[src/rtl/pusch_scrambler_if.sv]
// pusch_scrambler_if: block control, serial bit stream and status of the PUSCH scrambler.
// PUSCH_SCR_BYPASS_EN adds the bypass select, sampled on start.
interface pusch_scrambler_if #(parameter int E_W = 17);
    logic           start;
    logic [30:0]    c_init;
    logic [E_W-1:0] E;
    logic           data_in;
    logic           valid_in;
    logic           data_out;
    logic           valid_out;
    logic           ready;
    logic           done;
    logic           err;
`ifdef PUSCH_SCR_BYPASS_EN
    logic           bypass;
`endif
    modport master (
`ifdef PUSCH_SCR_BYPASS_EN
        output bypass,
`endif
        output start, c_init, E, data_in, valid_in,
        input  data_out, valid_out, ready, done, err
    );
    modport slave (
`ifdef PUSCH_SCR_BYPASS_EN
        input  bypass,
`endif
        input  start, c_init, E, data_in, valid_in,
        output data_out, valid_out, ready, done, err
    );
endinterface

[src/rtl/pusch_scrambler.sv]
// pusch_scrambler: XORs the interleaved bit stream with the Gold sequence c(n) seeded by c_init.
// PUSCH_SCR_BYPASS_EN adds a bypass mode that passes bits through with identical timing.
module pusch_scrambler #(
    parameter int NC  = 1600,
    parameter int E_W = 17
) (
    input logic              clk,
    input logic              reset,
    pusch_scrambler_if.slave bus
);
    localparam int WC_W = $clog2(NC + 1);
    typedef enum logic [1:0] {IDLE, WARMUP, RUN} state_t;
    state_t         state, state_d;
    logic [30:0]    x1, x2;
    logic [WC_W-1:0] wcnt;
    logic [E_W-1:0] e_q, bit_cnt;
    logic           shift, accept, last, mask;
    logic           data_q, valid_q, done_q, err_q;
    always_comb begin
        state_d = state;
        shift   = 1'b0;
        accept  = 1'b0;
        last    = 1'b0;
        if (bus.start) begin
            state_d = WARMUP;
        end else if (state == WARMUP) begin
            shift   = wcnt != WC_W'(NC);
            state_d = shift ? WARMUP : RUN;
        end else if (state == RUN) begin
            last    = bit_cnt == e_q;
            accept  = bus.valid_in && !last;
            shift   = accept;
            state_d = last ? IDLE : RUN;
        end
    end
    always_ff @(posedge clk or negedge reset) begin
        if (!reset) state <= IDLE;
        else        state <= state_d;
    end
`ifdef PUSCH_SCR_BYPASS_EN
    logic byp_q;
    always_ff @(posedge clk or negedge reset) begin
        if (!reset)         byp_q <= 1'b0;
        else if (bus.start) byp_q <= bus.bypass;
    end
    assign mask = (x1[0] ^ x2[0]) & ~byp_q;
`else
    assign mask = x1[0] ^ x2[0];
`endif
    always_ff @(posedge clk or negedge reset) begin
        if (!reset) begin
            x1      <= '0;
            x2      <= '0;
            wcnt    <= '0;
            e_q     <= '0;
            bit_cnt <= '0;
            data_q  <= 1'b0;
            valid_q <= 1'b0;
            done_q  <= 1'b0;
            err_q   <= 1'b0;
        end else begin
            valid_q <= accept;
            done_q  <= last;
            // a bit presented alongside start is dropped, so it re-arms err
            err_q   <= bus.start ? bus.valid_in : err_q | (bus.valid_in && state != RUN);
            if (accept) data_q <= bus.data_in ^ mask;
            if (bus.start) begin
                x1      <= 31'h1;
                x2      <= bus.c_init;
                wcnt    <= '0;
                e_q     <= bus.E;
                bit_cnt <= '0;
            end else if (shift) begin
                x1 <= {x1[3] ^ x1[0], x1[30:1]};
                x2 <= {x2[3] ^ x2[2] ^ x2[1] ^ x2[0], x2[30:1]};
                if (state == WARMUP) wcnt <= wcnt + WC_W'(1);
                else                 bit_cnt <= bit_cnt + E_W'(1);
            end
        end
    end
    assign bus.data_out  = data_q;
    assign bus.valid_out = valid_q;
    assign bus.ready     = state == RUN;
    assign bus.done      = done_q;
    assign bus.err       = err_q;
endmodule

[src/flat_wrapper.sv]
// flat-port wrapper written by rule: the top's interface ports become plain ports
module pusch_scrambler_flat 
#(
    parameter int NC  = 1600,
    parameter int E_W = 17
)
  (clk, reset, bus_start, bus_c_init, bus_E, bus_data_in, bus_valid_in, bus_data_out, bus_valid_out, bus_ready, bus_done, bus_err);
  pusch_scrambler_if #(.E_W(E_W)) bus_i ();
  input logic clk;
  input logic reset;
  input wire logic [$bits(bus_i.start)-1:0] bus_start;
  input wire logic [$bits(bus_i.c_init)-1:0] bus_c_init;
  input wire logic [$bits(bus_i.E)-1:0] bus_E;
  input wire logic [$bits(bus_i.data_in)-1:0] bus_data_in;
  input wire logic [$bits(bus_i.valid_in)-1:0] bus_valid_in;
  output wire logic [$bits(bus_i.data_out)-1:0] bus_data_out;
  output wire logic [$bits(bus_i.valid_out)-1:0] bus_valid_out;
  output wire logic [$bits(bus_i.ready)-1:0] bus_ready;
  output wire logic [$bits(bus_i.done)-1:0] bus_done;
  output wire logic [$bits(bus_i.err)-1:0] bus_err;
  assign bus_i.start = bus_start;
  assign bus_i.c_init = bus_c_init;
  assign bus_i.E = bus_E;
  assign bus_i.data_in = bus_data_in;
  assign bus_i.valid_in = bus_valid_in;
  assign bus_data_out = bus_i.data_out;
  assign bus_valid_out = bus_i.valid_out;
  assign bus_ready = bus_i.ready;
  assign bus_done = bus_i.done;
  assign bus_err = bus_i.err;
  pusch_scrambler #(.NC(NC), .E_W(E_W)) u_core (.clk(clk), .reset(reset), .bus(bus_i));
endmodule
[config.mk]
export PLATFORM = sky130hd
export DESIGN_NAME = pusch_scrambler_flat
export DESIGN_NICKNAME = d
export VERILOG_FILES = /design/src/rtl/pusch_scrambler_if.sv /design/src/rtl/pusch_scrambler.sv /design/src/flat_wrapper.sv
export SDC_FILE = /design/constraint.sdc
export NUM_CORES = 1
export LEC_CHECK = 0
export CORE_UTILIZATION = 30
export CTS_CLUSTER_SIZE = 40
export DETAILED_ROUTE_END_ITERATION = 8
export SETUP_SLACK_MARGIN = 0.15
export SYNTH_ARGS = -nofsm -noshare
export SYNTH_HDL_FRONTEND = slang
export SYNTH_SLANG_ARGS = --single-unit
export TNS_END_PERCENT = 10
[constraint.sdc]
create_clock -name clk -period 1.99 [get_ports clk]
set_input_delay 0.398 -clock clk [delete_from_list [all_inputs] [get_ports clk]]
set_output_delay 0.398 -clock clk [all_outputs]
set_load 0.02 [all_outputs]
==> impl_summary.md <==
Global route
The aggregate global-route resource usage is 15.0%. The met2 track demand over resource in global routing is roughly a quarter. The initial antenna violation count came to 0. The via count of the first global-routing pass was 4,457. The pin count of the biggest net entering global routing is 62.

For met1 alone, demand over resource in global routing was between 10% and 20%. The wire length of the first global-routing pass is 21.8 mm. Global routing consumed, on the met3 layer, 4.11% of the routing resources. The total overflow left after global routing is 0. The layer flagged by global routing as most heavily used is met2.

Power and ir drop
The maximum resistive drop on vdd is roughly 0.60 mV. The switching power total is 2.39 mW. For this design the ratio of total power to cell area is 1090 mW/mm². Of the total power, the share spent switching nets is between 20 and 30%. The internal portion of the total power is between 5 and 6 mW. The leakage power summed over all cells is 3.17 nW. Combinational logic is responsible for 25.2% of the overall power. The share of total power dissipated in sequential elements is 36.4%. The share of total power dissipated in the clock network is 38.4%.

Worst setup path
The start-to-end type of the worst setup path is flip-flop to flip-flop. The startpoint type of the worst setup path is a flip-flop. Grouping stages by cell kind, the critical path spends the most delay in simple AND/OR/NAND/NOR gates. The critical path's largest stage delay is 460 ps. The worst flop-to-flop path startpoint is u_core.wcnt[9].

The worst flop-to-flop path endpoint is u_core.bit_cnt[16]. The critical path goes through nor4bb_4 -> a41oi_4 -> nor2_4 -> and3_4 -> buf_12 -> or4_1 -> a21oi_1. For the worst setup path, the data arrival time is 2250 ps.

Data on the critical path is required at its endpoint by 2310 ps. The slowest cell on the critical path is sky130_fd_sc_hd__or4_1. The worst reg-to-reg setup slack is 60 ps. Along the worst path, the maximum fanout reaches 17. The number of cell instances on the worst register-to-register path is 7. STA classifies the critical path endpoint as a flip-flop. The total buffers and inverters traversed by the critical path is 1.

Clock network
The TritonCTS buffer count is 17. For this design, the sink count on the clock tree is ~110. Clock-pin slew was measured on the worst setup and hold paths at roughly 50 ps.

The H-tree was split into 4 levels. The maximum root-to-sink buffer count is 2. The number of buffers inserted by post-CTS setup repair is 0. The library cell used as clock root buffer is sky130_fd_sc_hd__clkbuf_16. TritonCTS built the clock tree. The clock insertion delay at the later pin of the skew report is 410 ps.

Synth
Sorting the synthesized cells by how often they occur yields sky130_fd_sc_hd__dfrtp_1 (113), sky130_fd_sc_hd__nand3_1 (67), sky130_fd_sc_hd__o21ai_0 (57), sky130_fd_sc_hd__nand2_1 (47), sky130_fd_sc_hd__mux2i_1 (30). The cell with the most instances after synthesis is sky130_fd_sc_hd__dfrtp_1. The number of warnings reported in the yosys synthesis log is 0. The sequential fraction of the synthesis area is ~52%. In the post-synthesis netlist, the biggest area contributors are sky130_fd_sc_hd__dfrtp_1 (52%), sky130_fd_sc_hd__nand3_1 (6.2%), sky130_fd_sc_hd__mux2i_1 (5.5%).

The netlist uses 42 different library cells. The portion of synthesized cell area occupied by the leading cell type is 52.1%. Among all flip-flop cells after synthesis, the most frequent one is sky130_fd_sc_hd__dfrtp_1. When the netlist entered floorplanning its net count stood at 588. Of all cell types, the one taking the most synthesized area is sky130_fd_sc_hd__dfrtp_1. Counting every instance in the synthesized netlist gives ~530. The number of synthesized flops with an enable pin is 0.

The total standard cell area after synthesis is roughly 0.0054 mm². Averaged over all synthesized cells, the footprint is 10.2 µm². The share of async-settable or async-resettable flops after synthesis is 100%. The synthesized design contains 113 register bits.

STA
The final-report max-slew violation count is 0. After routing, the total negative slack on setup checks comes to 0 ps. The part of the cycle the worst path needs is 96.8%. The number of hold-slack violations in the final timing report is 0. The worst setup skew after layout is 11.9 ps. The worst-margin pin slew is about 570 ps. The worst hold slack is between 400 and 500 ps. Setup repair after global routing could not meet its margin everywhere.

The number of setup violations in the final report is 0. The worst path in the final design needs a cycle of 1930 ps, including I/O delays and setup. The headroom to the max-slew limit is 62.0%. The timing-limited maximum frequency is 0.519 GHz. Across all setup checks in the final design, the least slack found is 63.6 ps.

Cells and area
The number of antenna diodes in the final layout is 0. Of the cells placed in the final design, the portion with a size suffix greater than 1 is 24.1%. Compared with the post-synthesis result, the final layout area differs by 39.4%. After filler insertion, the fill cell instance count of the layout stands at 1,580. The number of nets in the layout is between 600 and 700.

Route
The violation count after the first detailed-route iteration is 267. The number of remaining DRC errors is 0. For this run, the detailed router's first-pass iteration total came to 6. In the final routed layout, each cell accounts on average for ~16 µm. Once detail routing completed, the nets flagged for antenna violations numbered 0. Detailed routing inserted a total of roughly 4,300 vias. Summed over all layers, the routed wires come to 13.6 mm.

The per-cell via count in the routed design is between 4 and 5.

Die
Measured along the y axis, the die boundary spans 137 µm. After floorplanning, the core was sized to cover 0.0175 mm². After floorplanning, the core was divided into 48 placement rows. The initial utilization of the core area, before any placement, comes to 31.1%. The area of the die is 0.0186 mm². The die width is roughly 140 µm.

The count of boundary I/O pins is 58.

Place
The number of I/O port buffers is 57. The post-placement worst setup slack is -61.2 ps. The post-DP HPWL is 8.37 mm. At the end of routability-driven placement, the weighted congestion stood at between 0.7 and 0.8.

Min path
The beginning of the worst hold path is bus_start. The class of the most critical hold timing path is input port to flip-flop. The worst hold path terminates at u_core.wcnt[0]. The instance count along the most critical hold path is 4.

Run status
The flow ran to the end, and the final reports show no timing, DRC or antenna violations.

Flow run
The tool flagged a number of max-cap violations equal to 0.
==> what timing repair did <==
action / 4_1_cts / 5_1_grt
cloned: 0 / 5
endpoints found under the hold margin: 30 / 0
setup endpoints to repair: 80 / 82
gates resized for setup: 13 / 62
pin swaps: 7 / 21
hold buffers: 1 / 0
==> registers in the layout, indices dropped and copies added (netlist names) <==
register              count
u_core.x2                31
u_core.state              2
u_core.bus.data_out       1
u_core.wcnt              11
u_core.x1                31
u_core.bus.valid_out      1
u_core.e_q               17
u_core.bus.err            1
u_core.bit_cnt           17
u_core.bus.done           1
==> area by class of cell <==
cell class                      count  area, µm²  share of cell area, %
Sequential cell                   113       2830                   37.4
Multi-Input combinational cell    373       2590                   34.2
Timing Repair Buffer              114       1210                   16.0
Clock buffer                       23        498                   6.58
Tap cell                          225        282                   3.72
Clock inverter                      9        128                   1.69
Inverter                            8       30.0                  0.397
==> worst min-delay path, cell delays in order <==
cell and delay [ps]:
sky130_fd_sc_hd__buf_4 170, sky130_fd_sc_hd__inv_2 100, sky130_fd_sc_hd__nand4_1 80, sky130_fd_sc_hd__nand2_1 50
==> placed cells by master, fill, tap and decap left out, types with 3 or more instances in the layout <==
cell type / n
sky130_fd_sc_hd__and3_1: 4
sky130_fd_sc_hd__nand2_1: 47
sky130_fd_sc_hd__xnor2_1: 24
sky130_fd_sc_hd__buf_4: 40
sky130_fd_sc_hd__clkdlybuf4s50_1: 54
sky130_fd_sc_hd__clkbuf_8: 5
sky130_fd_sc_hd__nand4_1: 14
sky130_fd_sc_hd__buf_12: 7
sky130_fd_sc_hd__nor2_1: 21
sky130_fd_sc_hd__or4_1: 4
sky130_fd_sc_hd__clkbuf_16: 21
sky130_fd_sc_hd__clkinv_2: 3
sky130_fd_sc_hd__bufinv_16: 3
sky130_fd_sc_hd__nor2b_1: 8
sky130_fd_sc_hd__mux2_2: 24
sky130_fd_sc_hd__a21oi_2: 4
sky130_fd_sc_hd__xor2_1: 7
sky130_fd_sc_hd__a21oi_1: 8
sky130_fd_sc_hd__mux2i_1: 30
sky130_fd_sc_hd__o21ai_2: 13
sky130_fd_sc_hd__buf_6: 4
sky130_fd_sc_hd__o21ai_0: 28
sky130_fd_sc_hd__inv_1: 7
sky130_fd_sc_hd__and3_4: 3
sky130_fd_sc_hd__clkinvlp_4: 3
sky130_fd_sc_hd__o21ai_1: 25
sky130_fd_sc_hd__o31ai_1: 8
sky130_fd_sc_hd__nand3_1: 67
sky130_fd_sc_hd__dfrtp_1: 113
==> worst max path at each step <==
stage | to | cells past startpoint | startpoint | slack, ps
floorplan | u_core.bit_cnt[16] | 8 | u_core.state[1] | 90
global placement | u_core.bit_cnt[7] | 6 | bus_valid_in | -50
detailed placement | u_core.bit_cnt[8] | 6 | bus_valid_in | -60
CTS | u_core.bit_cnt[13] | 7 | u_core.wcnt[3] | 40
global route | u_core.x2[30] | 8 | u_core.e_q[10] | -30
finish | u_core.bit_cnt[16] | 7 | u_core.wcnt[9] | 60
==> cells by family (layout without fill, tap and decap cells) <==
kind of cell	after synthesis	after routing	share of synthesized area, %
and+or+nand+nor	183	183	16.9
DFF	113	113	52.1
adders and majority gates	3	3	0.692
muxes	56	56	10.9
xor gates and xnor gates	31	31	5.00
AOI/OAI and AO/OA	100	100	10.9
buffers and inverters	46	154	3.55
==> power groups by stage <==
stage                     clock, mW  sequential, mW  combinational [mW]
after global placement            0            3.02                1.72
after CTS                      3.24            3.00                1.82
after global routing           3.36            3.06                2.26
after detailed placement          0            3.04                1.77
final                          3.17            3.01                2.08
after floorplan                   0            2.99                1.06
==> through the flow <==
step | power (mW) | std cells | utilization (%) | cell area (µm²)
global placement | 4.73 | 827 | 37.9 | 6630
finish | 8.25 | 865 | 43.3 | 7570
detailed placement | 4.81 | 827 | 37.9 | 6630
CTS | 8.06 | 860 | 41.9 | 7330
floorplan | 4.05 | 532 | - | 5460
global route | 8.67 | 865 | 43.3 | 7570
==> layer usage <==
layer | vias up | part of all wire (%)
met4 | 0 | 1.1
met2 | 87 | 51
li1 | 2080 | -
met3 | 12 | 3.4
met1 | 2127 | 45
met5 | - | 0
Note: power is estimated with default switching activity, not from simulation.
